==> src/rtl/expr_emitter_pkg.sv <==
// Shared constants and encodings for the expression emitter: ASCII codes,
// FSM state encoding and operator encoding.
package expr_emitter_pkg;

    localparam logic [7:0] CH_ZERO = 8'h30;
    localparam logic [7:0] CH_NINE = 8'h39;
    localparam logic [7:0] CH_PLUS = 8'h2B;
    localparam logic [7:0] CH_STAR = 8'h2A;

    typedef enum logic [1:0] {
        IDLE  = 2'd0,
        DIGIT = 2'd1,
        OP    = 2'd2,
        FIN   = 2'd3
    } state_t;

    localparam logic OP_ADD = 1'b0;
    localparam logic OP_MUL = 1'b1;

endpackage

==> src/rtl/expr_emitter_if.sv <==
// Command and byte-stream bundle of the expression emitter. The master side
// issues commands and consumes characters; the slave side is the emitter.
interface expr_emitter_if #(
    parameter int MAX_TERMS = 8,
    parameter int CNT_W     = 4
);
    import expr_emitter_pkg::*;

    logic                   start;
    logic [CNT_W-1:0]       n_terms;
    logic [4*MAX_TERMS-1:0] digits;
    logic [MAX_TERMS-2:0]   ops;
    logic                   out_ready;
    logic [7:0]             out_char;
    logic                   out_valid;
    logic                   out_last;
    logic                   busy;
    logic                   done;
    logic                   err;

    modport master (
        output start, n_terms, digits, ops, out_ready,
        input  out_char, out_valid, out_last, busy, done, err
    );

    modport slave (
        input  start, n_terms, digits, ops, out_ready,
        output out_char, out_valid, out_last, busy, done, err
    );

endinterface

==> src/rtl/expr_term_sel.sv <==
// Character decoder: picks the current operand or operator from the latched
// expression and converts it to ASCII. Outputs are zero outside DIGIT/OP.
module expr_term_sel
    import expr_emitter_pkg::*;
#(
    parameter int MAX_TERMS = 8,
    parameter int CNT_W     = 4,
    parameter int IDX_W     = $clog2(MAX_TERMS)
) (
    input  state_t                 state,
    input  logic [IDX_W-1:0]       idx,
    input  logic [CNT_W-1:0]       n_terms,
    input  logic [4*MAX_TERMS-1:0] digits,
    input  logic [MAX_TERMS-2:0]   ops,
    output logic [7:0]             out_char,
    output logic                   out_last
);

    logic [MAX_TERMS-1:0] ops_ext;
    logic [3:0]           digit_raw;

    function automatic logic [3:0] clamp_digit(input logic [3:0] d);
        return (d > 4'd9) ? 4'd9 : d;
    endfunction

    // Padding keeps the variable index in range for every idx value.
    assign ops_ext   = {1'b0, ops};
    assign digit_raw = digits[4*idx +: 4];

    always_comb begin
        out_char = 8'h00;
        out_last = 1'b0;
        case (state)
            DIGIT: begin
                out_char = CH_ZERO + {4'h0, clamp_digit(digit_raw)};
                out_last = (CNT_W'(idx) == (n_terms - CNT_W'(1)));
            end
            OP: begin
                out_char = (ops_ext[idx] == OP_MUL) ? CH_STAR : CH_PLUS;
            end
            default: begin
                out_char = 8'h00;
                out_last = 1'b0;
            end
        endcase
    end

endmodule

==> src/rtl/expr_emitter.sv <==
// Expression emitter: latches an operand/operator list on start and streams
// it as ASCII digit((+|*)digit)* over a valid/ready handshake.
module expr_emitter
    import expr_emitter_pkg::*;
#(
    parameter int MAX_TERMS = 8,
    parameter int CNT_W     = 4
) (
    input  logic          clk,
    input  logic          clr,
    expr_emitter_if.slave bus
);

    localparam int IDX_W = $clog2(MAX_TERMS);

    state_t                 state_q, state_d;
    logic [IDX_W-1:0]       idx_q, idx_d;
    logic [CNT_W-1:0]       n_q;
    logic [4*MAX_TERMS-1:0] digits_q;
    logic [MAX_TERMS-2:0]   ops_q;
    logic                   vld_p1, busy_q, done_q, err_q;
    logic                   err_d, load, xfer, is_last;
    logic [7:0]             char_w;

    assign xfer = vld_p1 & bus.out_ready;

    always_comb begin
        state_d = state_q;
        idx_d   = idx_q;
        load    = 1'b0;
        err_d   = 1'b0;
        case (state_q)
            IDLE: begin
                if (bus.start) begin
                    if ((bus.n_terms == '0) || (bus.n_terms > CNT_W'(MAX_TERMS))) begin
                        err_d = 1'b1;
                    end else begin
                        load    = 1'b1;
                        idx_d   = '0;
                        state_d = DIGIT;
                    end
                end
            end
            DIGIT: begin
                if (xfer) state_d = is_last ? FIN : OP;
            end
            OP: begin
                if (xfer) begin
                    idx_d   = idx_q + IDX_W'(1);
                    state_d = DIGIT;
                end
            end
            default: state_d = IDLE;
        endcase
    end

    // Control registers; flags are computed from the next state so they
    // line up with the state they describe.
    always_ff @(posedge clk or posedge clr) begin
        if (clr) begin
            state_q <= IDLE;
            idx_q   <= '0;
            vld_p1  <= 1'b0;
            busy_q  <= 1'b0;
            done_q  <= 1'b0;
            err_q   <= 1'b0;
        end else begin
            state_q <= state_d;
            idx_q   <= idx_d;
            vld_p1  <= (state_d == DIGIT) || (state_d == OP);
            busy_q  <= (state_d != IDLE);
            done_q  <= (state_d == FIN);
            err_q   <= err_d;
        end
    end

    always_ff @(posedge clk) begin
        if (load) begin
            n_q      <= bus.n_terms;
            digits_q <= bus.digits;
            ops_q    <= bus.ops;
        end
    end

    expr_term_sel #(
        .MAX_TERMS (MAX_TERMS),
        .CNT_W     (CNT_W),
        .IDX_W     (IDX_W)
    ) u_term_sel (
        .state    (state_q),
        .idx      (idx_q),
        .n_terms  (n_q),
        .digits   (digits_q),
        .ops      (ops_q),
        .out_char (char_w),
        .out_last (is_last)
    );

    assign bus.out_char  = char_w;
    assign bus.out_last  = is_last;
    assign bus.out_valid = vld_p1;
    assign bus.busy      = busy_q;
    assign bus.done      = done_q;
    assign bus.err       = err_q;

endmodule

==> src/flat_wrapper.sv <==
// flat-port wrapper written by rule: the top's interface ports become plain ports
module expr_emitter_flat import expr_emitter_pkg::*;
#(
    parameter int MAX_TERMS = 8,
    parameter int CNT_W     = 4
)
  (clk, clr, bus_start, bus_n_terms, bus_digits, bus_ops, bus_out_ready, bus_out_char, bus_out_valid, bus_out_last, bus_busy, bus_done, bus_err);
  expr_emitter_if #(.MAX_TERMS(MAX_TERMS), .CNT_W(CNT_W)) bus_i ();
  input  logic clk;
  input  logic clr;
  input wire logic [$bits(bus_i.start)-1:0] bus_start;
  input wire logic [$bits(bus_i.n_terms)-1:0] bus_n_terms;
  input wire logic [$bits(bus_i.digits)-1:0] bus_digits;
  input wire logic [$bits(bus_i.ops)-1:0] bus_ops;
  input wire logic [$bits(bus_i.out_ready)-1:0] bus_out_ready;
  output wire logic [$bits(bus_i.out_char)-1:0] bus_out_char;
  output wire logic [$bits(bus_i.out_valid)-1:0] bus_out_valid;
  output wire logic [$bits(bus_i.out_last)-1:0] bus_out_last;
  output wire logic [$bits(bus_i.busy)-1:0] bus_busy;
  output wire logic [$bits(bus_i.done)-1:0] bus_done;
  output wire logic [$bits(bus_i.err)-1:0] bus_err;
  assign bus_i.start = bus_start;
  assign bus_i.n_terms = bus_n_terms;
  assign bus_i.digits = bus_digits;
  assign bus_i.ops = bus_ops;
  assign bus_i.out_ready = bus_out_ready;
  assign bus_out_char = bus_i.out_char;
  assign bus_out_valid = bus_i.out_valid;
  assign bus_out_last = bus_i.out_last;
  assign bus_busy = bus_i.busy;
  assign bus_done = bus_i.done;
  assign bus_err = bus_i.err;
  expr_emitter #(.MAX_TERMS(MAX_TERMS), .CNT_W(CNT_W)) u_core (.clk(clk), .clr(clr), .bus(bus_i));
endmodule
==> config.mk <==
export PLATFORM = sky130hd
export DESIGN_NAME = expr_emitter_flat
export DESIGN_NICKNAME = d
export VERILOG_FILES = /design/src/rtl/expr_emitter_pkg.sv /design/src/rtl/expr_emitter_if.sv /design/src/rtl/expr_term_sel.sv /design/src/rtl/expr_emitter.sv /design/src/flat_wrapper.sv
export SDC_FILE = /design/constraint.sdc
export NUM_CORES = 1
export LEC_CHECK = 0
export ABC_CLOCK_PERIOD_IN_PS = 5900
export BUFFER_PORTS_ARGS = -buffer_cell sky130_fd_sc_hd__buf_2
export CAP_MARGIN = 10
export CELL_PAD_IN_SITES_DETAIL_PLACEMENT = 0
export CELL_PAD_IN_SITES_GLOBAL_PLACEMENT = 2
export CORE_MARGIN = 3
export CORE_UTILIZATION = 39
export DETAILED_ROUTE_END_ITERATION = 8
export PLACE_DENSITY_LB_ADDON = 0.15
export SETUP_SLACK_MARGIN = 0.15
export SLEW_MARGIN = 10
export SYNTH_ARGS = -nofsm -noshare
export SYNTH_HDL_FRONTEND = slang
export SYNTH_SLANG_ARGS = --single-unit
==> constraint.sdc <==
create_clock -name clk -period 5.9 [get_ports clk]
set_clock_uncertainty 0.05 [all_clocks]
set_input_delay 0.885 -clock clk [delete_from_list [all_inputs] [get_ports clk]]
set_output_delay 0.885 -clock clk [all_outputs]
set_load 0.02 [all_outputs]
Yosys cells after proc, flatten, opt, wreduce, memory -nomap -nowiden. Index checks and enable logic that the tools add are counted.

Output and inout port bits: 13. Register bits after elaboration: 52. Input port bits: 47.

Order comparisons: 3. Multiplexer cells: 22. Bitwise operators: 1. Shift-type cells: 1. Add/sub/neg operators: 3. Reduce and logical (&&, ||, !) cells: 7. Equality and inequality tests: 9.

Operators with widths (number): 32-bit by 6-bit indexed part select with 4-bit output (1); 7-bit case mux with 2 select lines (1); 1-bit 2-to-1 mux (10); 3-bit 2-to-1 mux (3); 4-bit > comparator (second input constant) (2); 2-bit 2-to-1 mux (4); 6-bit by 4-bit adder with 7-bit output (first input constant) (1); 2-bit == test (second input constant) (3); 2-bit case mux with 3 select lines (1); 3-bit case mux with 2 select lines (1); 2-bit by 1-bit == test with 1-bit output (second input constant) (2); 3-bit by 4-bit == test with 1-bit output (1); 4-bit zero test (1); 3-bit by 4-bit < comparator with 1-bit output (second input constant) (1); 4-bit 2-to-1 mux (1); 2-bit != test (second input constant) (2); 4-bit AND reduction (1); 2-bit nonzero test (2); 4-bit by 1-bit subtractor with 4-bit output (second input constant) (1); 3-bit by 1-bit adder with 3-bit output (second input constant) (1); 1-bit binary-select mux with 3-bit select (1); 2-bit zero test (1); 1-bit logical OR (2); 2-bit by 1-bit != test with 1-bit output (second input constant) (1); 1-bit bitwise AND (1).

Longest topological paths before layout. Gate-level depths: netlist of the first run.

Depth after elaboration: 8. Depth in mapped cells: 8.

Hierarchy. Synthesis of the first run repeated with hierarchy kept, for this count alone.

Cells, all modules: 151. Area total of the unflattened synthesis: 2351.0 um^2.

By module, submodules not included: expr_emitter (times used 1, cells an instance 90, seq. area each 1516.5 um^2, area an instance 1813.0 um^2); expr_term_sel (times used 1, cells an instance 61, seq. area each 0.0 um^2, area an instance 538.0 um^2).

Worst setup path before layout of the first run. No wires, ideal clock.

Path kind: register -> output. Start point: reg u_core.idx_q[0]. End point: out bus_out_char[1]. Data required time: 4.965 ns. Stages on the path, launching flop included: 6. Buffers on the path: 1. Arrival: 1.923 ns. Slack: 3.042 ns. Cell sequence: dfrtp_1 buf_6 mux4_1 mux2_2 nand2b_1 o21ai_0.

Cells in the longest elaborated chain, start to end: 5.

RTL lines: start, declared (RTL line expr_emitter.sv:17) `logic [IDX_W-1:0] idx_q, idx_d;`; start signal, assigned (RTL line expr_emitter.sv:69) `idx_q <= idx_d;`; 32-bit by 6-bit indexed part select with 4-bit output * (RTL line expr_term_sel.sv:28) `assign digit_raw = digits[4*idx +: 4];`; 4-bit > comparator (RTL line expr_term_sel.sv:23) `return (d > 4'd9) ? 4'd9 : d;`; 4-bit 2-to-1 mux * (RTL line expr_term_sel.sv:23); 6-bit by 4-bit adder with 7-bit output * (RTL line expr_term_sel.sv:35) `out_char = CH_ZERO + {4'h0, clamp_digit(digit_raw)};`; 7-bit case mux with 2 select lines * (RTL line expr_term_sel.sv:33) `case (state)`; end, declared (RTL line flat_wrapper.sv:16) `output wire logic [$bits(bus_i.out_char)-1:0] bus_out_char;`.

Mark *: on every way between the ends. The rest lies on a longest branch, timed or not.

Worst setup path in the final report of the first run. Same ends and word-level chain as after synthesis.

==> out/summary.txt, run 1 <==
Post-CTS Setup Bufs = 0
GRT Max-Usage Layer = met2
Worst IR Drop VDD = 0.170 mV
Met2 GRT Util = 21.5%
Avg Vias per Cell = 5.02
Unique masters post-synth = 40
First-pass DRT Iterations = 4
CTS tree = yes
Power per cell area = 371 nW/um^2
Global-route wire length before repair = 7.23 mm
Cell count after synthesis = 144
WL per Instance = 15.6 um
Synthesis-to-layout area growth = 18.1%
DP Worst Slack = 2740 ps
Top cells by area, synth = edfxtp_1, dfrtp_1, mux4_1, ha_1, o21ai_0
Rows = 27
Post-synth EDFFs = 43
Sequential-to-total area share from yosys stat = 65.0%
I/O Pins = 60
Gpl congestion = 0.749
HP Class = in2async
Worst slew pin tran = 657 ps
Worst slew margin = 56.2%
GR Layer Usage met1 = 16.9%
Status = finished, final reports clean
Hold WS = 481 ps
CTS Buf Count = 5
Top cell type by total area after synthesis = edfxtp_1
Mapped Avg Cell Area = 16.2 um^2
Post-route antenna net violation count = 0
CTS Buffer Depth = 2
Most frequent cells in the layout = buf_2, edfxtp_1, inv_1, dfrtp_1
Non-filler cells, final = 277
Detailed-placement wirelength estimate = 3.18 mm
Crit-path max FO = 15
PostCTS Resize Cnt = 0
Leak = 1.10 nW
Layout cells sized above 1 = 35.1%
Worst R2R Setup Slack = 3820 ps
Commonest non-fill, non-tap cell in the layout = buf_2
Die Ht = 83.4 um
Final hold vios = 0
Crit path capture type = primary output
Max-Cap Viols = 0
Setup WS post-layout = 2430 ps
# DRC = 0
Placed cell count = 269
Achievable Freq = 0.288 GHz
Clk root buf = clkbuf_8
Initial DRC count = 97
CTS H-tree lvls = 2
Largest net degree at the start of global routing = 44
Vias = 1390
Final total power = 1.02 mW
Yosys reg bits = 52
Synth Cell Area = 2330 um^2
Worst skew pair latency = 300 ps
CP max-delay cell = dfrtp_1
Crit share post-route = 58.8%
Hold buffer count at cts = 0
Placed Area = 2670 um^2
Final Core Density = 48.9%
Worst reg2reg startpoint = u_core.idx_q[0]
Setup TNS = 0 ps
Initial antenna violation count = 0
Critical path's largest stage delay = 770 ps
Clk pin slew, worst setup/hold paths = 90 ps
Vias in the first global route = 1470
Critical path startpoint category = register
Final design instance area without fill = 2760 um^2
Worst Path Class, Setup = reg2out
Die Span X = 83.4 um
Reg2reg path depth = 5
Critical path cell sequence = mux4_1 -> mux2_2 -> nand2b_1 -> o21ai_0 -> buf_2
Fin nets = 259
Total clock sinks = 52
Capture point of the worst path = bus_out_char[1]
Die area = 6950 um^2
N_diodes = 0
Critical Path Start = u_core.idx_q[0]
Unrepaired setup endpoints after global routing = no
Synth Flop Type = edfxtp_1
RR Endpoint = u_core.bus.out_valid
# port buffers = 57
Critical path required time = 4970 ps
Core ar. = 5640 um^2
Max-slew violations = 0
Post-synthesis async set-or-reset flop share = 17.3%
Initial Util = 41.4%
GRT Util Overall = 13.2%
# setup viols final = 0
Post-Route WL = 4.31 mm
Global route overflow = 0
Top cell type's share of synthesized area = 55.3%
Yosys warns = 0
Met3 usage = 3.87%
Min Tclk post-route = 3470 ps
CP arrival = 2530 ps
-- metal layers --
layer | vias to the layer above | share of wire [%]
li1 | 675 | -
met1 | 661 | 44
met2 | 50 | 49
met3 | 4 | 6.5
met4 | 0 | 1.0
met5 | - | 0
-- flip-flops by register name, summed over array words and instances (netlist names) --
signal                count
u_core.digits_q          32
u_core.ops_q              7
u_core.n_q                4
u_core.idx_q              3
u_core.state_q            2
u_core.bus.busy           1
u_core.bus.done           1
u_core.bus.err            1
u_core.bus.out_valid      1
-- worst min-delay path by stage --
stage / end / slack (ps)
2_1_floorplan: u_core.state_q[1] / 570
3_3_place_gp: u_core.state_q[1] / 650
3_5_place_dp: u_core.state_q[1] / 640
4_1_cts: u_core.bus.out_valid / 490
5_1_grt: u_core.bus.out_valid / 500
6_report: u_core.bus.out_valid / 480
-- worst max-delay path, delay by kind of cell, from the launching register on --
family	cells	cell delay, ps
mux	2	960
flops	1	770
buf+inv	1	190
compound gates	1	160
simple gates	1	140
-- power by group --
part	leakage (nW)	switching, mW	internal [mW]	total, mW
clock	0.0460	0.115	0.0831	0.198
sequential	0.515	0.0446	0.467	0.512
combinational	0.542	0.176	0.137	0.313
-- synthesized netlist by cell type (2+ instances only) --
master	instances
ha_1	8
inv_1	9
or4_1	2
nor3b_1	2
a21o_1	2
nor3_1	2
mux2_2	3
nand2_1	7
buf_4	2
a21oi_1	4
nand3_1	6
mux4_1	8
xor2_1	3
a31oi_1	2
edfxtp_1	43
xnor2_1	2
mux2i_1	2
dfrtp_1	9
o21ai_0	7
-- area by class of cell --
type                       count  area [um^2]
timing repair buffer          58          293
clock buffer                   5         68.8
inverter                       9         33.8
fill                         505         2880
multi-input combinational     78          738
tap                           72         90.1
sequential                    52         1520
clock inverter                 3         17.5
-- logic make-up (layout without fill, tap and decap cells) --
kind of cell	Yosys count	count (layout)	synth area share, %
simple gates	26	26	5.95
buf+inv	15	75	3.59
xor+xnor	5	5	1.88
other cells	1	2	0.161
fa+ha+maj	8	8	4.29
compound gates	23	23	6.91
mux	14	14	12.3
flops	52	52	65.0
No activity file was read; power rests on OpenSTA's default activity.
==> run 2, diff against run 1 <==
- ABC_CLOCK_PERIOD_IN_PS: 5900 -> 3330
- CORE_UTILIZATION: 39 -> 36
- clock period: 5.9 -> 3.33 ns (I/O delays scaled with it)
==> run 2 against run 1 <==
Effect of this change: clock power up 110%; non-clock buffer count is 2 higher; total power increased by 85%; first-iteration DRC count down 52%; via count rose by 1.4%; hold slack worse by 380 ps; count of clock-buffer cells in the layout unchanged; die area is 7.7% higher; core utilization shrank 2.9 points; combinational power rose by 84%; design area is 1.6% higher; flip-flop and latch count is the same.
==> out/summary.txt, run 2 (synthesized netlist as in run 1, its figures left out) <==
Flop pwr share = 47.2% (-2.8 points)
Max-slew violations = 0 (unchanged)
Rows = 28 (+3.7%)
Switching share of total power = 31.3% (-1.5 points)
Clk root buf = clkbuf_8
Placed Area = 2690 um^2 (+0.70%)
Initial antenna violation count = 0 (unchanged)
Clk pin slew, worst setup/hold paths = 100 ps (about the same)
Initial DRC count = 47 (-52%)
# port buffers = 57 (unchanged)
Global-route wire length before repair = 7.02 mm (-3.0%)
Family with the most delay on the worst path = multiplexers
Clock network power share = 22.3% (+3.0 points)
Detailed-placement wirelength estimate = 3.15 mm (-1.2%)
# DRC = 0 (unchanged)
Core ar. = 6100 um^2 (+8.1%)
Cell Int Power = 1.30 mW (+90%)
Combinational Power Share = 30.4% (-0.2 points)
Die Ht = 86.5 um (+3.8%)
Worst IR Drop VDD = 0.263 mV (+55%)
Setup TNS = 0 ps (unchanged)
Avg Vias per Cell = 5.00 (-0.36%)
Total clock sinks = 52 (unchanged)
Crit-path max FO = 9 (-6)
Critical path required time = 2780 ps (-2190 ps)
# setup viols final = 0 (unchanged)
Global route overflow = 0 (unchanged)
Gpl congestion = 0.805 (+7.5%)
GRT Util Overall = 12.3% (-0.87 points)
Layout cells sized above 1 = 35.7% (+0.63 points)
Initial Util = 38.3% (-3.1 points)
CTS H-tree lvls = 2 (unchanged)
CP max-delay cell = dfrtp_1
Crit path capture type = primary output
Die area = 7490 um^2 (+7.7%)
Critical path's largest stage delay = 620 ps (-150 ps)
Vias in the first global route = 1482 (+0.82%)
Placed cell count = 274 (+1.9%)
Post-CTS Setup Bufs = 0 (unchanged)
N_diodes = 0 (unchanged)
Post-Route WL = 4.22 mm (-2.1%)
Worst skew pair latency = 300 ps (about the same)
CTS tree = yes
Leak = 1.12 nW (+1.9%)
Max-Cap Viols = 0 (unchanged)
Vias = 1410 (+1.4%)
I/O Pins = 60 (unchanged)
Worst slew margin = 59.1% (+2.9 points)
Worst Path Class, Setup = reg2out
Die Span X = 86.5 um (+3.8%)
Top reg by flops = u_core.digits_q
Layout fillers = 583 (+15%)
Fin nets = 261 (+0.77%)
Crit share post-route = 88.0%
Status = finished, final reports clean
Min Tclk post-route = 2930 ps
Worst Path Buf+Inv = 1 (unchanged)
Setup WS post-layout = 400 ps (-2030 ps)
CTS Buffer Depth = 2 (unchanged)
Hold WS = 106 ps (-375 ps)
First-pass DRT Iterations = 4 (unchanged)
DP Worst Slack = 689 ps (-2050 ps)
Power per cell area = 677 nW/um^2 (+83%)
Hold buffer count at cts = 0 (unchanged)
WL per Instance = 15.0 um (-3.8%)
Max FFs per register = 32 (unchanged)
Unrepaired setup endpoints after global routing = no
Non-filler cells, final = 282 (+1.8%)
Commonest non-fill, non-tap cell in the layout = buf_2
Post-route antenna net violation count = 0 (unchanged)
CTS Buf Count = 5 (unchanged)
HP Class = in2async
Largest net degree at the start of global routing = 29 (-34%)
CP arrival = 2380 ps (-150 ps)
Critical path startpoint category = register
Final design instance area without fill = 2800 um^2 (+1.6%)
PostCTS Resize Cnt = 0 (unchanged)
Critical path cell sequence = mux4_1 -> mux2_2 -> nand2b_1 -> o21ai_0 -> buf_2
Switching power = 0.594 mW (+77%)
Achievable Freq = 0.341 GHz
Most frequent cells in the layout = buf_2, edfxtp_1, inv_1, dfrtp_1
Largest regs = u_core.digits_q: 32 flops, u_core.ops_q: 7 flops, u_core.n_q: 4 flops
Final hold vios = 0 (unchanged)
Worst slew pin tran = 614 ps (-42.9 ps)
Synthesis-to-layout area growth = 20.0%
## run 2: cell types whose count changed in the layout (fill, tap and decap cells not counted), sizes merged
cell	before	now
buf	58	60
bufinv	0	1
inv	10	9
## run 2: worst reg2reg max path, stage by stage, from the launching register on
cell     delay [ps]
dfrtp_1         620
buf_4           250
xor2_1          140
nand3_1          80
nor3_1          350
a21oi_1         130
ha_1            320
## run 2: layout make-up
| cell class | instances | area (um^2) | area share, % |
|---|---|---|---|
| multi-input combinational | 78 | 738 | 26.4 |
| inverter | 9 | 33.8 | 1.21 |
| tap | 75 | 93.8 | 3.35 |
| clock inverter | 3 | 42.5 | 1.52 |
| clock buffer | 5 | 68.8 | 2.46 |
| sequential | 52 | 1520 | 54.1 |
| timing repair buffer | 60 | 308 | 11.0 |
## run 2: power by group through the flow
stage	clock network (mW)	logic (mW)	registers (mW)
floorplan	0	0.435	0.900
global placement	0	0.576	0.910
detailed placement	0	0.587	0.914
CTS	0.441	0.589	0.901
global route	0.468	0.641	0.913
finish	0.424	0.577	0.896
## run 2: worst paths after layout
check	to	startpoint	slack, ps	cells after the start
max in group asynchronous	u_core.idx_q[2]	clr	2840	2
max reg2reg	u_core.bus.out_valid	u_core.idx_q[0]	1270	6
min	u_core.bus.done	clr	110	2
min in group clk	u_core.digits_q[31]	bus_digits[31]	320	1
min reg2reg	u_core.idx_q[0]	u_core.bus.out_valid	680	3
max	bus_out_char[1]	u_core.idx_q[0]	400	5
## run 2: metal layers
| layer | global-route usage [%] | wire length, um |
|---|---|---|
| met1 | 14.6 | 1690 |
| met2 | 21.3 | 2250 |
| met3 | 3.80 | 258 |
| met4 | 3.82 | 24 |
| met5 | 0 | 0 |
## run 2: through the flow
stage | util [%] | power, mW
2_1_floorplan | - | 1.34
3_3_place_gp | 44.1 | 1.49
3_5_place_dp | 44.1 | 1.50
4_1_cts | 46.0 | 1.93
5_1_grt | 46.0 | 2.02
6_report | 46.0 | 1.90
